File: config.mk
export PLATFORM = sky130hd
export DESIGN_NAME = issue_scheduler_flat
export DESIGN_NICKNAME = d
export VERILOG_FILES = /design/src/rtl/dual_issue_pkg.sv /design/src/rtl/issue_scheduler_if.sv /design/src/rtl/instr_buffer.sv /design/src/rtl/issue_scheduler.sv /design/src/flat_wrapper.sv
export SDC_FILE = /design/constraint.sdc
export NUM_CORES = 1
export LEC_CHECK = 0
export BUFFER_PORTS_ARGS = -buffer_cell sky130_fd_sc_hd__clkbuf_2
export CAP_MARGIN = 15
export CORE_MARGIN = 5
export CORE_UTILIZATION = 54
export CTS_BUF_LIST = sky130_fd_sc_hd__clkbuf_8
export DETAILED_ROUTE_END_ITERATION = 10
export PLACE_DENSITY = 0.74
export SYNTH_ARGS = -nofsm -noshare
export SYNTH_HDL_FRONTEND = slang
export SYNTH_SLANG_ARGS = --single-unit
File: constraint.sdc
create_clock -name clk -period 5.75 [get_ports clk]
set_input_delay 1.4375 -clock clk [delete_from_list [all_inputs] [get_ports clk]]
set_output_delay 1.4375 -clock clk [all_outputs]
set_load 0.01 [all_outputs]
File: src/rtl/dual_issue_pkg.sv
// Shared definitions for the dual-issue front end: opcode/funct constants,
// scheduler FSM states, buffer geometry, entry/decode structs and decode helpers.
package dual_issue_pkg;

    localparam int unsigned XLEN      = 32;
    localparam int unsigned REG_W     = 5;
    localparam int unsigned BUF_DEPTH = 4;
    localparam int unsigned PTR_W     = 2;
    localparam int unsigned CNT_W     = 3;
    localparam int unsigned ST_W      = 2;

    localparam logic [5:0] OP_RTYPE = 6'h00;
    localparam logic [5:0] OP_J     = 6'h02;
    localparam logic [5:0] OP_JAL   = 6'h03;
    localparam logic [5:0] OP_BEQ   = 6'h04;
    localparam logic [5:0] OP_BNE   = 6'h05;
    localparam logic [5:0] OP_ADDI  = 6'h08;
    localparam logic [5:0] OP_SLTI  = 6'h0A;
    localparam logic [5:0] OP_ANDI  = 6'h0C;
    localparam logic [5:0] OP_ORI   = 6'h0D;
    localparam logic [5:0] OP_LW    = 6'h23;
    localparam logic [5:0] OP_SW    = 6'h2B;

    localparam logic [5:0] FN_ADD = 6'h20;
    localparam logic [5:0] FN_SUB = 6'h22;
    localparam logic [5:0] FN_AND = 6'h24;
    localparam logic [5:0] FN_OR  = 6'h25;
    localparam logic [5:0] FN_SLT = 6'h2A;

    localparam logic [ST_W-1:0] ST_RUN      = 2'd0;
    localparam logic [ST_W-1:0] ST_LU_STALL = 2'd1;
    localparam logic [ST_W-1:0] ST_FLUSH    = 2'd2;

    typedef struct packed {
        logic [XLEN-1:0] instr;
        logic [XLEN-1:0] pc;
    } buf_entry_t;

    // dest == 0 means "no destination"
    typedef struct packed {
        logic [REG_W-1:0] dest;
        logic [REG_W-1:0] src1;
        logic [REG_W-1:0] src2;
        logic             use1;
        logic             use2;
        logic             is_mem;
        logic             is_ctrl;
    } dec_t;

    // Register usage of one instruction from its opcode and register fields.
    function automatic dec_t decode(input logic [5:0] op, input logic [REG_W-1:0] rs,
                                    input logic [REG_W-1:0] rt, input logic [REG_W-1:0] rd);
        dec_t d;
        d = '0;
        case (op)
            OP_RTYPE: begin
                d.dest = rd; d.src1 = rs; d.src2 = rt; d.use1 = 1'b1; d.use2 = 1'b1;
            end
            OP_ADDI, OP_ANDI, OP_ORI, OP_SLTI: begin
                d.dest = rt; d.src1 = rs; d.use1 = 1'b1;
            end
            OP_LW: begin
                d.dest = rt; d.src1 = rs; d.use1 = 1'b1; d.is_mem = 1'b1;
            end
            OP_SW: begin
                d.src1 = rs; d.src2 = rt; d.use1 = 1'b1; d.use2 = 1'b1; d.is_mem = 1'b1;
            end
            OP_BEQ, OP_BNE: begin
                d.src1 = rs; d.src2 = rt; d.use1 = 1'b1; d.use2 = 1'b1; d.is_ctrl = 1'b1;
            end
            OP_J:    d.is_ctrl = 1'b1;
            OP_JAL: begin
                d.is_ctrl = 1'b1; d.dest = 5'd31;
            end
            default: ;
        endcase
        return d;
    endfunction

    // True when a used, nonzero source matches a load destination in either lane.
    function automatic logic lu_blocked(input dec_t d,
                                        input logic m1, input logic [REG_W-1:0] d1,
                                        input logic m2, input logic [REG_W-1:0] d2);
        logic hit1;
        logic hit2;
        hit1 = d.use1 && (d.src1 != '0) && ((m1 && (d.src1 == d1)) || (m2 && (d.src1 == d2)));
        hit2 = d.use2 && (d.src2 != '0) && ((m1 && (d.src2 == d1)) || (m2 && (d.src2 == d2)));
        return hit1 || hit2;
    endfunction

endpackage

File: src/rtl/issue_scheduler_if.sv
// Fetch / issue / hazard-feedback bundle of the issue scheduler.
// master: fetch + control source and issue sink; slave: the scheduler.
interface issue_scheduler_if;
    import dual_issue_pkg::*;

    logic              fetch_valid0;
    logic              fetch_valid1;
    logic [XLEN-1:0]   fetch_instr0;
    logic [XLEN-1:0]   fetch_instr1;
    logic [XLEN-1:0]   fetch_pc0;
    logic              fetch_ready;
    logic              id_stall;
    logic              flush;
    logic              lu_memread1;
    logic              lu_memread2;
    logic [REG_W-1:0]  lu_dest1;
    logic [REG_W-1:0]  lu_dest2;
    logic              issue_valid1;
    logic              issue_valid2;
    logic [XLEN-1:0]   issue_instr1;
    logic [XLEN-1:0]   issue_instr2;
    logic [XLEN-1:0]   issue_pc1;
    logic [XLEN-1:0]   issue_pc2;

    modport master (
        output fetch_valid0, fetch_valid1, fetch_instr0, fetch_instr1, fetch_pc0,
        output id_stall, flush, lu_memread1, lu_memread2, lu_dest1, lu_dest2,
        input  fetch_ready,
        input  issue_valid1, issue_valid2, issue_instr1, issue_instr2, issue_pc1, issue_pc2
    );

    modport slave (
        input  fetch_valid0, fetch_valid1, fetch_instr0, fetch_instr1, fetch_pc0,
        input  id_stall, flush, lu_memread1, lu_memread2, lu_dest1, lu_dest2,
        output fetch_ready,
        output issue_valid1, issue_valid2, issue_instr1, issue_instr2, issue_pc1, issue_pc2
    );

endinterface

File: src/rtl/instr_buffer.sv
// 4-entry circular instruction FIFO, up to two pushes and two pops per cycle.
// Ports: clk, rst (async active-low), clear (drop everything), push_n/wdata0/1,
// pop_n, head0/head1 (oldest two entries), count (registered occupancy).
module instr_buffer
    import dual_issue_pkg::*;
(
    input  logic             clk,
    input  logic             rst,
    input  logic             clear,
    input  logic [1:0]       push_n,
    input  buf_entry_t       wdata0,
    input  buf_entry_t       wdata1,
    input  logic [1:0]       pop_n,
    output buf_entry_t       head0,
    output buf_entry_t       head1,
    output logic [CNT_W-1:0] count
);

    buf_entry_t       mem_q [BUF_DEPTH];
    buf_entry_t       mem_d [BUF_DEPTH];
    logic [PTR_W-1:0] wr_ptr_q, wr_ptr_d, rd_ptr_q, rd_ptr_d;
    logic [PTR_W-1:0] wr_nxt, rd_nxt;
    logic [CNT_W-1:0] count_q, count_d;

    assign wr_nxt = wr_ptr_q + PTR_W'(1);
    assign rd_nxt = rd_ptr_q + PTR_W'(1);
    assign head0  = mem_q[rd_ptr_q];
    assign head1  = mem_q[rd_nxt];
    assign count  = count_q;

    // Pointer/count update; 2-bit pointers wrap naturally
    always_comb begin
        mem_d    = mem_q;
        wr_ptr_d = wr_ptr_q;
        rd_ptr_d = rd_ptr_q;
        count_d  = count_q;
        if (clear) begin
            wr_ptr_d = '0;
            rd_ptr_d = '0;
            count_d  = '0;
        end else begin
            if (push_n != 2'd0) mem_d[wr_ptr_q] = wdata0;
            if (push_n == 2'd2) mem_d[wr_nxt]   = wdata1;
            wr_ptr_d = wr_ptr_q + PTR_W'(push_n);
            rd_ptr_d = rd_ptr_q + PTR_W'(pop_n);
            count_d  = count_q + CNT_W'(push_n) - CNT_W'(pop_n);
        end
    end

    always_ff @(posedge clk or negedge rst) begin
        if (!rst) begin
            for (int i = 0; i < int'(BUF_DEPTH); i++) mem_q[i] <= '0;
            wr_ptr_q <= '0;
            rd_ptr_q <= '0;
            count_q  <= '0;
        end else begin
            mem_q    <= mem_d;
            wr_ptr_q <= wr_ptr_d;
            rd_ptr_q <= rd_ptr_d;
            count_q  <= count_d;
        end
    end

endmodule

File: src/rtl/issue_scheduler.sv
// Dual-issue scheduler: buffers fetched pairs, decodes the two oldest entries,
// resolves load-use and intra-pair hazards and registers up to two issues/cycle.
// Ports: clk, rst (async active-low), bus (issue_scheduler_if.slave: fetch,
// id_stall, flush, load-use feedback in; fetch_ready and issue slots out).
module issue_scheduler
    import dual_issue_pkg::*;
(
    input  logic              clk,
    input  logic              rst,
    issue_scheduler_if.slave  bus
);

    logic [ST_W-1:0]  state_q, state_d;
    logic             valid1_q, valid1_d, valid2_q, valid2_d;
    logic [XLEN-1:0]  instr1_q, instr1_d, instr2_q, instr2_d;
    logic [XLEN-1:0]  pc1_q, pc1_d, pc2_q, pc2_d;

    buf_entry_t       head0, head1, wdata0, wdata1;
    logic [CNT_W-1:0] count;
    logic [1:0]       push_n, pop_n;
    logic             clear;
    dec_t             dec0, dec1;
    logic             blk0_c, blk1_c, pair_ok_c, ready_c, slot1_c, slot2_c;

    instr_buffer u_buf (
        .clk    (clk),
        .rst    (rst),
        .clear  (clear),
        .push_n (push_n),
        .wdata0 (wdata0),
        .wdata1 (wdata1),
        .pop_n  (pop_n),
        .head0  (head0),
        .head1  (head1),
        .count  (count)
    );

    assign wdata0 = '{instr: bus.fetch_instr0, pc: bus.fetch_pc0};
    assign wdata1 = '{instr: bus.fetch_instr1, pc: bus.fetch_pc0 + XLEN'(4)};

    assign dec0 = decode(head0.instr[31:26], head0.instr[25:21], head0.instr[20:16], head0.instr[15:11]);
    assign dec1 = decode(head1.instr[31:26], head1.instr[25:21], head1.instr[20:16], head1.instr[15:11]);

    assign blk0_c = lu_blocked(dec0, bus.lu_memread1, bus.lu_dest1, bus.lu_memread2, bus.lu_dest2);
    assign blk1_c = lu_blocked(dec1, bus.lu_memread1, bus.lu_dest1, bus.lu_memread2, bus.lu_dest2);

    // Younger may join older: no RAW on older dest, no WAW, one memory op, no control flow
    always_comb begin
        logic raw, waw;
        raw = (dec0.dest != '0) &&
              ((dec1.use1 && (dec1.src1 == dec0.dest)) || (dec1.use2 && (dec1.src2 == dec0.dest)));
        waw = (dec0.dest != '0) && (dec1.dest == dec0.dest);
        pair_ok_c = !raw && !waw && !(dec0.is_mem && dec1.is_mem) && !dec0.is_ctrl && !dec1.is_ctrl;
    end

    assign ready_c = (count <= CNT_W'(2)) && (state_q != ST_FLUSH);

    // Next state, push/pop and issue-register decision; flush dominates
    always_comb begin
        state_d  = state_q;
        valid1_d = valid1_q;
        valid2_d = valid2_q;
        instr1_d = instr1_q;
        instr2_d = instr2_q;
        pc1_d    = pc1_q;
        pc2_d    = pc2_q;
        push_n   = 2'd0;
        pop_n    = 2'd0;
        clear    = 1'b0;
        slot1_c  = (state_q == ST_RUN) && (count != '0) && !bus.id_stall && !blk0_c && !bus.flush;
        slot2_c  = slot1_c && (count >= CNT_W'(2)) && !blk1_c && pair_ok_c;
        if (bus.flush) begin
            state_d  = ST_FLUSH;
            clear    = 1'b1;
            valid1_d = 1'b0;
            valid2_d = 1'b0;
        end else begin
            if (ready_c && bus.fetch_valid0) push_n = bus.fetch_valid1 ? 2'd2 : 2'd1;
            pop_n = {1'b0, slot1_c} + {1'b0, slot2_c};
            case (state_q)
                ST_RUN:      if ((count != '0) && blk0_c && !bus.id_stall) state_d = ST_LU_STALL;
                ST_LU_STALL: state_d = ST_RUN;
                ST_FLUSH:    state_d = ST_RUN;
                default:     state_d = ST_RUN;
            endcase
            if (!bus.id_stall) begin
                valid1_d = slot1_c;
                valid2_d = slot2_c;
                instr1_d = slot1_c ? head0.instr : '0;
                pc1_d    = slot1_c ? head0.pc    : '0;
                instr2_d = slot2_c ? head1.instr : '0;
                pc2_d    = slot2_c ? head1.pc    : '0;
            end
        end
    end

    always_ff @(posedge clk or negedge rst) begin
        if (!rst) begin
            state_q  <= ST_RUN;
            valid1_q <= 1'b0;
            valid2_q <= 1'b0;
            instr1_q <= '0;
            instr2_q <= '0;
            pc1_q    <= '0;
            pc2_q    <= '0;
        end else begin
            state_q  <= state_d;
            valid1_q <= valid1_d;
            valid2_q <= valid2_d;
            instr1_q <= instr1_d;
            instr2_q <= instr2_d;
            pc1_q    <= pc1_d;
            pc2_q    <= pc2_d;
        end
    end

    assign bus.fetch_ready  = ready_c;
    assign bus.issue_valid1 = valid1_q;
    assign bus.issue_valid2 = valid2_q;
    assign bus.issue_instr1 = instr1_q;
    assign bus.issue_instr2 = instr2_q;
    assign bus.issue_pc1    = pc1_q;
    assign bus.issue_pc2    = pc2_q;

endmodule

File: src/flat_wrapper.sv
// flat-port wrapper written by rule: the top's interface ports become plain ports
module issue_scheduler_flat import dual_issue_pkg::*;
  (clk, rst, bus_fetch_valid0, bus_fetch_valid1, bus_fetch_instr0, bus_fetch_instr1, bus_fetch_pc0, bus_id_stall, bus_flush, bus_lu_memread1, bus_lu_memread2, bus_lu_dest1, bus_lu_dest2, bus_fetch_ready, bus_issue_valid1, bus_issue_valid2, bus_issue_instr1, bus_issue_instr2, bus_issue_pc1, bus_issue_pc2);
  issue_scheduler_if bus_i ();
  input  logic clk;
  input  logic rst;
  input wire logic [$bits(bus_i.fetch_valid0)-1:0] bus_fetch_valid0;
  input wire logic [$bits(bus_i.fetch_valid1)-1:0] bus_fetch_valid1;
  input wire logic [$bits(bus_i.fetch_instr0)-1:0] bus_fetch_instr0;
  input wire logic [$bits(bus_i.fetch_instr1)-1:0] bus_fetch_instr1;
  input wire logic [$bits(bus_i.fetch_pc0)-1:0] bus_fetch_pc0;
  input wire logic [$bits(bus_i.id_stall)-1:0] bus_id_stall;
  input wire logic [$bits(bus_i.flush)-1:0] bus_flush;
  input wire logic [$bits(bus_i.lu_memread1)-1:0] bus_lu_memread1;
  input wire logic [$bits(bus_i.lu_memread2)-1:0] bus_lu_memread2;
  input wire logic [$bits(bus_i.lu_dest1)-1:0] bus_lu_dest1;
  input wire logic [$bits(bus_i.lu_dest2)-1:0] bus_lu_dest2;
  output wire logic [$bits(bus_i.fetch_ready)-1:0] bus_fetch_ready;
  output wire logic [$bits(bus_i.issue_valid1)-1:0] bus_issue_valid1;
  output wire logic [$bits(bus_i.issue_valid2)-1:0] bus_issue_valid2;
  output wire logic [$bits(bus_i.issue_instr1)-1:0] bus_issue_instr1;
  output wire logic [$bits(bus_i.issue_instr2)-1:0] bus_issue_instr2;
  output wire logic [$bits(bus_i.issue_pc1)-1:0] bus_issue_pc1;
  output wire logic [$bits(bus_i.issue_pc2)-1:0] bus_issue_pc2;
  assign bus_i.fetch_valid0 = bus_fetch_valid0;
  assign bus_i.fetch_valid1 = bus_fetch_valid1;
  assign bus_i.fetch_instr0 = bus_fetch_instr0;
  assign bus_i.fetch_instr1 = bus_fetch_instr1;
  assign bus_i.fetch_pc0 = bus_fetch_pc0;
  assign bus_i.id_stall = bus_id_stall;
  assign bus_i.flush = bus_flush;
  assign bus_i.lu_memread1 = bus_lu_memread1;
  assign bus_i.lu_memread2 = bus_lu_memread2;
  assign bus_i.lu_dest1 = bus_lu_dest1;
  assign bus_i.lu_dest2 = bus_lu_dest2;
  assign bus_fetch_ready = bus_i.fetch_ready;
  assign bus_issue_valid1 = bus_i.issue_valid1;
  assign bus_issue_valid2 = bus_i.issue_valid2;
  assign bus_issue_instr1 = bus_i.issue_instr1;
  assign bus_issue_instr2 = bus_i.issue_instr2;
  assign bus_issue_pc1 = bus_i.issue_pc1;
  assign bus_issue_pc2 = bus_i.issue_pc2;
  issue_scheduler u_core (.clk(clk), .rst(rst), .bus(bus_i));
endmodule
==> results of run 1 <==
-- placed cells by master (no fill, tap or decap), types with 5 or more instances in the layout --
master and count:
a21oi_1 101, a221oi_1 7, a22o_1 64, a31oi_1 6, and3_1 11, buf_12 7
buf_4 34, clkbuf_2 243, clkbuf_8 84, dfrtp_1 393, diode_2 5, inv_1 99
mux2_2 14, mux2i_1 15, mux4_2 127, nand2_1 168, nand2_2 6, nand2b_1 10
nand3_1 25, nand3b_1 5, nand4_1 11, nor2_1 356, nor2b_1 10, nor3_1 11
nor4_1 5, o2111ai_1 6, o21ai_0 26, o221a_2 27, o22ai_1 216, o31ai_1 17
o31ai_2 28, o31ai_4 20, or3_1 6, xnor2_1 37, xor2_1 19
-- cell families after synthesis --
kind of cell,after synthesis
AND/OR/NAND/NOR,666
AO/OA/AOI/OAI,560
flip-flops,395
buffers and inverters,257
multiplexers,156
XOR/XNOR,56
adder cells (fa/ha/maj),6
-- final timing paths --
kind / to / start / slack, ns / cells past startpoint
worst max-delay path: u_core.u_buf.count[2] / u_core.u_buf.rd_ptr_q[0] / 0.42 / 19
worst min-delay path: u_core.bus.issue_valid1 / u_core.bus.issue_valid1 / 0.48 / 1
worst max register to register: u_core.u_buf.count[2] / u_core.u_buf.rd_ptr_q[0] / 0.42 / 19
worst min register to register: u_core.bus.issue_valid1 / u_core.bus.issue_valid1 / 0.48 / 1
max in group asynchronous: u_core.bus.issue_pc1[18] / rst / 3.81 / 2
min in group asynchronous: u_core.u_buf.mem_q[134] / rst / 0.90 / 1
-- worst register-to-register path, cell delays in order, from the launching register on --
cell and delay [ns]:
dfrtp_4 0.58, buf_12 0.34, mux4_2 0.50, nand4b_1 0.27, o211ai_2 0.30, a221oi_2 0.56, nor4b_1 0.30, o2111ai_1 0.23
o2111ai_4 0.17, nor2_1 0.11, ha_1 0.35, inv_1 0.07, nor3_1 0.33, a21o_1 0.13, ha_1 0.14, inv_1 0.07
fa_1 0.45, xor2_1 0.17, xnor2_1 0.13, nor2_1 0.05
-- sequential cells by signal, indices dropped and copies added, names as in the netlist --
signal and cells:
u_core.bus.issue_pc2 32, u_core.u_buf.count 3, u_core.u_buf.rd_ptr_q 2, u_core.u_buf.mem_q 256
u_core.bus.issue_valid1 1, u_core.state_q 2, u_core.bus.issue_instr2 32, u_core.bus.issue_valid2 1
u_core.bus.issue_pc1 32, u_core.u_buf.wr_ptr_q 2, u_core.bus.issue_instr1 32
-- report_power, final --
| group | total, mW | internal [mW] | switching, mW | leakage (nW) |
|---|---|---|---|---|
| clock network | 2.54 | 1.36 | 1.18 | 0.750 |
| logic | 3.95 | 1.76 | 2.19 | 4.97 |
| registers | 4.65 | 3.76 | 0.887 | 4.96 |
| total | 11.1 | 6.88 | 4.26 | 10.7 |
-- metal layers --
layer | vias to the layer above | share of wire | GRT usage
met5 | - | 0.00098 | 0
met4 | 12 | 0.030 | 0.1117
met3 | 174 | 0.13 | 0.08062
met2 | 1343 | 0.44 | 0.4613
met1 | 9642 | 0.40 | 0.4660
li1 | 8115 | - | -
-- layout make-up --
class	count	area (sq um)
multi-input cells	1444	10960
repair buffers	286	1638
fillers	3173	15130
diodes	5	12.51
clock inverters	28	162.7
inverters	80	300.3
well taps	525	656.9
clock buffers	84	1156
flip-flops and latches	395	9892
-- repair_timing --
| action | in CTS | in global routing |
|---|---|---|
| setup buffers | 0 | 0 |
| resized for setup | 0 | 2 |
| setup endpoints to repair | 0 | 1 |
==> flow_summary_export.csv, run 1 <==
group,metric,value,unit
logic_synthesis,synthAdderAreaFrac,0.004111,
setup_path,critPathKind,"flip-flop to flip-flop",
floorplan,fp.dieH,211.4,um
logic_synthesis,ys_seq_area_frac,0.4511,
clock_tree,clkTransAtPathRegs,0.06,ns
placement,placed_area,23440,sq um
clock_tree,cts_max_level,3,
timing,fmax,187.5,MHz
placement,io_buffers,244,
placement,placed_cells,2730,
clock_tree,cts_buffer_depth,3,
global_route,grt_max_degree,124,
setup_path,path_buf_inv,3,
routing,post-route-drc-count,0,
logic_synthesis,yosysMostFrequentCell,"dfrtp_1",
power_and_ir_drop,ir_drop,274.5,uV
setup_path,crit_path_max_fanout,47,
logic_synthesis,synth.top_cell.area_share,0.4511,
clock_tree,cts-buffers-inserted,68,
routing,routedWlPerCell,25.18,um
min_path,hp-class,"flip-flop to flip-flop",
clock_tree,cts-root-buf,"clkbuf_8",
logic_synthesis,yosys_warnings,0,
layout,final_cells,2847,
floorplan,io_pins,245,
timing,fin_worst_skew,0.03089,ns
logic_synthesis,synth_ff_type,"dfrtp_1",
global_route,grt_use_total,0.3168,
timing,fin_tns_setup,0,ns
power_and_ir_drop,cellPowerDensity,449.6,nW/um^2
global_route,grt_pass1_vias,19086,
logic_synthesis,synth_compound_gate_area_share,0.1948,
layout,layout-drive-gt1-share,0.2702,
layout,fin_nets,2395,
timing,holdWs,0.4794,ns
floorplan,num_rows,73,
setup_path,crit_required,6.26,ns
timing,grt_setup_unrepaired,"false",
setup_path,crit_path_end_kind,"flip-flop",
floorplan,coreArea,39910,sq um
setup_path,crit_family,"compound AO/OA/AOI/OAI gates",
logic_synthesis,synth_top_cells_by_area,"dfrtp_1 (45%), mux4_2 (13%), nor2_1 (6.2%)",
logic_synthesis,synth_nets,2216,
logic_synthesis,synthArstFlopShare,1.000,
routing,drtIter0Drc,2676,
layout,utilization,0.6208,
routing,ant_nets,0,
routing,wl,71700,um
logic_synthesis,synth_xor_area_frac,0.02238,
global_route,antenna_found_initial,11,
layout,syn2layout_area_growth,13.09,%
clock_tree,tritoncts,"done",
timing,tightest_slew,1.025,ns
power_and_ir_drop,p_total,11.14,mW
placement,hpwl,46350,um
routing,drtPass1Iterations,5,
timing,finalSetupViolCount,0,
logic_synthesis,synth.distinct_cells,76,
setup_path,crit_chain,"buf_12 > mux4_2 > nand4b_1 > o211ai_2 > a221oi_2 > nor4b_1 > o2111ai_1 > o2111ai_4 > nor2_1 > ha_1 > inv_1 > nor3_1 > a21o_1 > ha_1 > inv_1 > fa_1 > xor2_1 > xnor2_1 > nor2_1",
timing,finalHoldViolations,0,
clock_tree,cts.hold.buffers_added,0,
routing,vias,19286,
global_route,grt_pass1_wl,111900,um
placement,place.gp.congestion,0.9090,
timing,slew_headroom,0.3169,
logic_synthesis,synth_top_family_by_area,"compound AO/OA/AOI/OAI gates",
placement,pre_cts_ws,0.3951,ns
timing,min_period_over_period,0.9276,
floorplan,dieArea,44700,sq um
logic_synthesis,muxShareOfSynthArea,0.1446,
setup_path,cp.arrival,5.84,ns
logic_synthesis,synth_edf_count,0,
run_status,run_status,"finished, final reports clean",
logic_synthesis,syn_area,21910,sq um
layout,stdcell_area,24780,sq um
timing,min_period,5.334,ns
logic_synthesis,netlist_top_cells_count,"dfrtp_1 (395), nor2_1 (360), o22ai_1 (216)",
routing,viasPerCell,6.774,
timing,drv_slew,0,
power_and_ir_drop,power_leakage,10.68,nW
flow_run,drv_cap,0,
setup_path,slowest_delay,0.58,ns
setup_path,slowest_stage,"dfrtp_4",
global_route,grt-ovfl-total,0,
logic_synthesis,ys_seq_elements,395,
logic_synthesis,syn_avg_cell_area,10.45,sq um
floorplan,die_w,211.4,um
logic_synthesis,netlist_instances,2096,
logic_synthesis,synth_top_area_cell,"dfrtp_1",
timing,setup_ws,0.4163,ns
floorplan,initial_core_util,0.5489,
logic_synthesis,synthSimpleGateAreaFrac,0.1311,
setup_path,crit_path_start_kind,"flip-flop",
clock_tree,clock_sinks,395,
clock_tree,clkLatencyLatePin,0.62,ns
Note: power is estimated with default switching activity, not from simulation.
==> run 2: changes to the inputs <==
- clock period: 5.75 -> 5.8 ns (I/O delays scaled with it)
==> run 2 against run 1 <==
Wire length is 1.4% higher. Clock skew grew 0.0079 ns. Combinational power barely moved. Critical path type unchanged. Non-clock buffer count increased by 3. Worst hold slack got worse by 0.0022 ns. Highest routed layer unchanged. Core utilization is 0.38 points higher. Clock power is 8% higher. Power is 1.4% higher. Flip-flop and latch count stayed put.
==> flow_summary_export.csv, run 2 (synthesis gave the netlist of run 1 again) <==
group,metric,value,unit
run_status,run_status,"finished, final reports clean",
setup_path,crit_path_start_kind,"flip-flop",
layout,fin_nets,2398,
min_path,holdPathStages,2,
min_path,hp-start,"u_core.bus.issue_instr2[6]",
floorplan,coreArea,39910,sq um
global_route,grt_pass1_wl,112200,um
placement,io_buffers,244,
timing,drv_slew,0,
clock_tree,cts_setup_buffers,0,
setup_path,slowest_stage,"dfrtp_4",
setup_path,r2r_end,"u_core.u_buf.count[2]",
global_route,grt-ovfl-total,0,
clock_tree,cts_buffer_depth,3,
placement,hpwl,46730,um
setup_path,crit_chain,"mux4_2 > nand4b_1 > o211ai_2 > a221o_1 > xnor2_1 > nand4_1 > o211ai_4 > nor2_1 > ha_1 > inv_1 > nor3_1 > a21o_1 > ha_1 > inv_1 > fa_1 > xor2_1 > xnor2_1 > nor2_1",
timing,grt_setup_unrepaired,"false",
timing,fmax,183.6,MHz
timing,fin_worst_skew,0.03881,ns
routing,routedWlPerCell,25.41,um
layout,layout-drive-gt1-share,0.2745,
routing,viasPerCell,6.679,
layout,syn2layout_area_growth,13.78,%
setup_path,crit_required,6.32,ns
timing,finalSetupViolCount,0,
timing,slew_headroom,0.2800,
setup_path,crit_path_end_kind,"flip-flop",
timing,fin_tns_setup,0,ns
setup_path,crit_path_max_fanout,29,
clock_tree,cts-resized-gates,0,
clock_tree,clkTransAtPathRegs,0.06,ns
global_route,grt_use_total,0.3212,
power_and_ir_drop,power_leakage,10.76,nW
layout,largest_register_ff_count,256,
global_route,antenna_found_initial,9,
min_path,hp-class,"flip-flop to flip-flop",
floorplan,initial_core_util,0.5489,
setup_path,cp.arrival,5.96,ns
clock_tree,cts-root-buf,"clkbuf_8",
routing,vias,19109,
clock_tree,cts_max_level,3,
timing,min_period,5.445,ns
routing,post-route-drc-count,0,
power_and_ir_drop,p_total,11.29,mW
min_path,hold_end,"u_core.bus.issue_instr2[6]",
setup_path,rr_worst_depth,18,
routing,ant_nets,0,
routing,drtIter0Drc,2441,
floorplan,dieArea,44700,sq um
routing,drtPass1Iterations,6,
global_route,grt_pass1_vias,18936,
global_route,grt_max_degree,120,
floorplan,num_rows,73,
placement,place.gp.congestion,0.9313,
timing,min_period_over_period,0.9388,
layout,regMostFlops,"u_core.u_buf.mem_q",
layout,final_cell_mix,"dfrtp_1 (393), nor2_1 (356), clkbuf_2 (243)",
clock_tree,cts-buffers-inserted,68,
layout,layout_commonest_cell,"dfrtp_1",
setup_path,critPathKind,"flip-flop to flip-flop",
floorplan,io_pins,245,
setup_path,slowest_delay,0.76,ns
setup_path,critPathLaunch,"u_core.u_buf.rd_ptr_q[0]",
floorplan,fp.dieH,211.4,um
setup_path,rrSetupSlack,0.35,ns
clock_tree,cts.hold.buffers_added,0,
power_and_ir_drop,cellPowerDensity,452.9,nW/um^2
layout,fill_cells,3193,
flow_run,drv_cap,0,
setup_path,timing.rr.start,"u_core.u_buf.rd_ptr_q[0]",
floorplan,die_w,211.4,um
setup_path,path_buf_inv,2,
clock_tree,clock_sinks,395,
routing,wl,72710,um
clock_tree,clkLatencyLatePin,0.64,ns
setup_path,crit_family,"compound AO/OA/AOI/OAI gates",
power_and_ir_drop,ir_drop,240.6,uV
clock_tree,tritoncts,"done",
timing,finalHoldViolations,0,
timing,tightest_slew,1.080,ns
[run 2: cell count changes in the layout (fill, tap and decap cells not counted), sizes merged, moves of 3 or more]
| cell | before | now |
|---|---|---|
| inv | 101 | 98 |
| buf | 43 | 46 |
| clkbuf | 327 | 331 |
| clkinv | 4 | 7 |
| bufinv | 1 | 4 |
| diode | 5 | 8 |
[run 2: per-stage QoR]
step | hold WS, ns | util | worst slack [ns] | instances | cell area, sq um
2_1_floorplan | 0.4778 | - | 0.8362 | 2096 | 21910
3_3_place_gp | 0.4599 | 0.5872 | 0.4761 | 2733 | 23440
3_5_place_dp | 0.4653 | 0.5872 | 0.4603 | 2733 | 23440
4_1_cts | 0.4814 | 0.6241 | 0.3865 | 2853 | 24910
5_1_grt | 0.4995 | 0.6245 | 0.01360 | 2859 | 24930
6_report | 0.4771 | 0.6246 | 0.3548 | 2861 | 24930
[run 2: metal layers]
metal | wire, um | global-route usage | share of wire | vias to the layer above
li1 | - | - | - | 8122
met1 | 29270 | 0.4616 | 0.40 | 9544
met2 | 32350 | 0.4655 | 0.44 | 1281
met3 | 9028 | 0.09588 | 0.12 | 156
met4 | 2021 | 0.1199 | 0.028 | 6
met5 | 34 | 0.008621 | 0.00047 | -
[run 2: worst max-delay path by stage]
stage / endpoint / slack (ns) / cells past startpoint
floorplan: u_core.u_buf.count[2] / 0.84 / 20
global placement: u_core.u_buf.count[2] / 0.48 / 18
detailed placement: u_core.u_buf.count[2] / 0.46 / 18
CTS: u_core.u_buf.count[2] / 0.39 / 18
global route: u_core.u_buf.count[2] / 0.01 / 18
finish: u_core.u_buf.count[2] / 0.35 / 18
[run 2: power by group]
part	total, mW	internal [mW]	switching (mW)
Sequential	4.61	3.73	0.882
Combinational	3.94	1.74	2.20
Clock	2.74	1.54	1.20
Total	11.3	7.01	4.28
[run 2: area by class of cell]
type	instances	area, sq um	share of cell area
well taps	525	656.9	0.02635
multi-input cells	1444	10960	0.4395
diodes	8	20.02	0.0008030
flip-flops and latches	395	9892	0.3968
clock buffers	88	1211	0.04858
clock inverters	32	261.5	0.01049
inverters	80	300.3	0.01205
repair buffers	289	1632	0.06545
[run 2: worst min-delay path, delay by kind of cell, from the launching register on]
family           cells  cell delay (ns)
AO/OA/AOI/OAI        1             0.05
AND/OR/NAND/NOR      1             0.05
flip-flops           1             0.34
==> run 3: changes to the inputs <==
- ABC_AREA: default -> 1
==> run 3 against run 2 <==
Clock power increased by 3%. Cell count grew 46%. Flip-flop and latch count did not move. Synthesized cell count up 64%. Worst hold slack worse by 0.00088 ns. Maximum frequency is 3.6% higher. Largest power group unchanged.
==> flow_summary_export.csv, run 3 <==
group,metric,value,unit
clock_tree,cts-resized-gates,0,
timing,slew_headroom,0.2619,
timing,tightest_slew,1.107,ns
logic_synthesis,synthSimpleGateAreaFrac,0.2140,
timing,fin_worst_skew,0.02786,ns
logic_synthesis,synthAdderAreaFrac,0.003754,
logic_synthesis,ys_seq_area_frac,0.4119,
timing,min_period_over_period,0.9059,
routing,vias,25716,
layout,final_cell_mix,"nand2_1 (710), o21ai_0 (419), inv_1 (412)",
logic_synthesis,muxShareOfSynthArea,0.004640,
floorplan,coreArea,44120,sq um
clock_tree,tritoncts,"done",
setup_path,crit_required,6.31,ns
floorplan,fp.dieH,220.8,um
global_route,grt_pass1_wl,136500,um
logic_synthesis,synth_ff_type,"dfrtp_1",
power_and_ir_drop,ir_drop,246.1,uV
timing,holdWs,0.4763,ns
floorplan,initial_core_util,0.5438,
logic_synthesis,netlist_top_cells_count,"nand2_1 (714), o21ai_0 (419), inv_1 (401)",
timing,min_period,5.254,ns
timing,grt_setup_unrepaired,"false",
power_and_ir_drop,power_frac_seq,0.386,
layout,fin_nets,3659,
timing,drv_slew,0,
logic_synthesis,synth_nets,3548,
routing,post-route-drc-count,0,
logic_synthesis,ys_seq_elements,395,
logic_synthesis,yosysMostFrequentCell,"nand2_1",
clock_tree,cts.hold.buffers_added,0,
floorplan,num_rows,77,
setup_path,crit_path_max_fanout,31,
routing,ant_nets,0,
routing,viasPerCell,6.148,
placement,place.gp.congestion,0.9708,
layout,largest_register_ff_count,256,
setup_path,crit_path_start_kind,"flip-flop",
layout,layout-drive-gt1-share,0.1212,
logic_synthesis,synth_top_cells_by_area,"dfrtp_1 (41%), nand2_1 (11%), o21ai_0 (8.7%)",
timing,finalSetupViolCount,0,
logic_synthesis,synth.distinct_cells,41,
routing,drtPass1Iterations,6,
layout,syn2layout_area_growth,12.07,%
logic_synthesis,synth_top_family_by_area,"compound AO/OA/AOI/OAI gates",
placement,io_buffers,244,
flow_run,drv_cap,0,
timing,finalHoldViolations,0,
global_route,grt_use_total,0.3437,
clock_tree,clkTransAtPathRegs,0.06,ns
power_and_ir_drop,switching_share,0.3911,
power_and_ir_drop,power_leakage,13.76,nW
logic_synthesis,yosys_warnings,0,
setup_path,critPathKind,"flip-flop to flip-flop",
logic_synthesis,synth.top_cell.area_share,0.4119,
power_and_ir_drop,switchingPower,4.045,mW
floorplan,io_pins,245,
clock_tree,cts-root-buf,"clkbuf_8",
logic_synthesis,synth_compound_gate_area_share,0.2461,
layout,regMostFlops,"u_core.u_buf.mem_q",
layout,seqCellArea,9892,sq um
setup_path,slowest_stage,"dfrtp_4",
logic_synthesis,synth_top_area_cell,"dfrtp_1",
clock_tree,cts_max_level,3,
logic_synthesis,synth_edf_count,0,
logic_synthesis,synth_xor_area_frac,0.01168,
floorplan,die_w,220.8,um
global_route,grt_pass1_vias,24770,
clock_tree,clock_sinks,395,
power_and_ir_drop,p_clk_frac,0.272,
clock_tree,clkLatencyLatePin,0.67,ns
floorplan,dieArea,48750,sq um
clock_tree,cts-buffers-inserted,70,
logic_synthesis,synthArstFlopShare,1.000,
clock_tree,cts_buffer_depth,3,
global_route,grt_max_degree,107,
layout,multi_input_area,11590,sq um
layout,layout_commonest_cell,"nand2_1",
power_and_ir_drop,p_int,6.299,mW
global_route,antenna_found_initial,3,
logic_synthesis,netlist_instances,3428,
routing,wl,87160,um
timing,fin_tns_setup,0,ns
logic_synthesis,syn_avg_cell_area,7.000,sq um
setup_path,crit_top_cell,"nand2_1",
setup_path,crit_path_end_kind,"flip-flop",
logic_synthesis,syn_area,24000,sq um
routing,drtIter0Drc,3481,
power_and_ir_drop,cellPowerDensity,384.6,nW/um^2
setup_path,cp.arrival,5.76,ns
power_and_ir_drop,combPwrFrac,0.343,
run_status,run_status,"finished, final reports clean",
global_route,grt-ovfl-total,0,
timing,fmax,190.3,MHz
min_path,hp-class,"flip-flop to flip-flop",
placement,hpwl,54950,um
clock_tree,cts_setup_buffers,0,
layout,fill_cells,4096,
routing,routedWlPerCell,20.84,um
setup_path,slowest_delay,0.70,ns
run 3: changes by cell type after synthesis, moves of 39 or more:
cell      before  now
a211oi_1       4   43
a21oi_1      101  356
a22o_1        64    0
clkbuf_1     117  191
inv_1         79  401
mux4_2       127    0
nand2_1      174  714
nand3_1       27   94
nand4_1       11   78
o21ai_0       26  419
o22ai_1      216  131
run 3: cells by family (layout without fill, tap and decap cells):
logic type / after synthesis / in the layout
AOI/OAI and AO/OA: 1064 / 1064
buffers and inverters: 659 / 821
xor gates and xnor gates: 32 / 32
other: 0 / 1
DFF: 395 / 395
muxes: 11 / 11
and+or+nand+nor: 1261 / 1261
adders and majority gates: 6 / 6
run 3: cell type report:
cell class                 instances  share of cell area
sequential                       395              0.3678
clock buffer                      91             0.04657
inverter                         407             0.05699
timing repair buffer             291             0.06076
antenna                            1          0.00009305
multi-input combinational       2374              0.4311
tap                              592             0.02754
clock inverter                    32            0.009165
run 3: through the flow:
| step | utilization | setup WS (ns) | total power [mW] | instance area [sq um] | std cells |
|---|---|---|---|---|---|
| 2_1_floorplan | - | 1.777 | 6.378 | 24000 | 3428 |
| 3_3_place_gp | 0.5755 | 0.7467 | 7.304 | 25390 | 4059 |
| 3_5_place_dp | 0.5755 | 0.6841 | 7.452 | 25390 | 4059 |
| 4_1_cts | 0.6094 | 0.6790 | 10.27 | 26890 | 4182 |
| 5_1_grt | 0.6094 | 0.08449 | 10.98 | 26890 | 4182 |
| 6_report | 0.6095 | 0.5460 | 10.34 | 26890 | 4183 |
run 3: worst paths after layout:
check	start	end	slack, ns	cells after the start
min reg2reg	u_core.bus.issue_instr1[1]	u_core.bus.issue_instr1[1]	0.48	2
min in group asynchronous	rst	u_core.bus.issue_instr2[9]	0.74	1
min	u_core.bus.issue_instr1[1]	u_core.bus.issue_instr1[1]	0.48	2
max in group asynchronous	rst	u_core.bus.issue_instr2[14]	3.83	2
max	u_core.u_buf.rd_ptr_q[1]	u_core.u_buf.count[2]	0.55	29
max reg2reg	u_core.u_buf.rd_ptr_q[1]	u_core.u_buf.count[2]	0.55	29
run 3: power groups by stage:
| stage | clock [mW] | sequential [mW] | combinational (mW) |
|---|---|---|---|
| 3_5_place_dp | 0 | 4.01 | 3.45 |
| 4_1_cts | 2.84 | 3.96 | 3.47 |
| 3_3_place_gp | 0 | 3.97 | 3.33 |
| 2_1_floorplan | 0 | 3.92 | 2.46 |
| 6_report | 2.81 | 3.99 | 3.54 |
| 5_1_grt | 2.97 | 4.06 | 3.96 |
run 3: critical path: cells and delay by family, from the launching register on:
family                     cells  cell delay, ns
DFF                            1            0.70
and+or+nand+nor               20            2.79
AOI/OAI and AO/OA              1            0.13
xor gates and xnor gates       1            0.18
buffers and inverters          4            0.43
adders and majority gates      3            0.86
run 3: routing by layer:
metal | vias to the layer above | GRT usage | part of all wire
li1 | 11693 | - | -
met3 | 304 | 0.06893 | 0.11
met1 | 12079 | 0.4677 | 0.39
met2 | 1636 | 0.5373 | 0.45
met5 | - | 0 | 0.00031
met4 | 4 | 0.1501 | 0.045
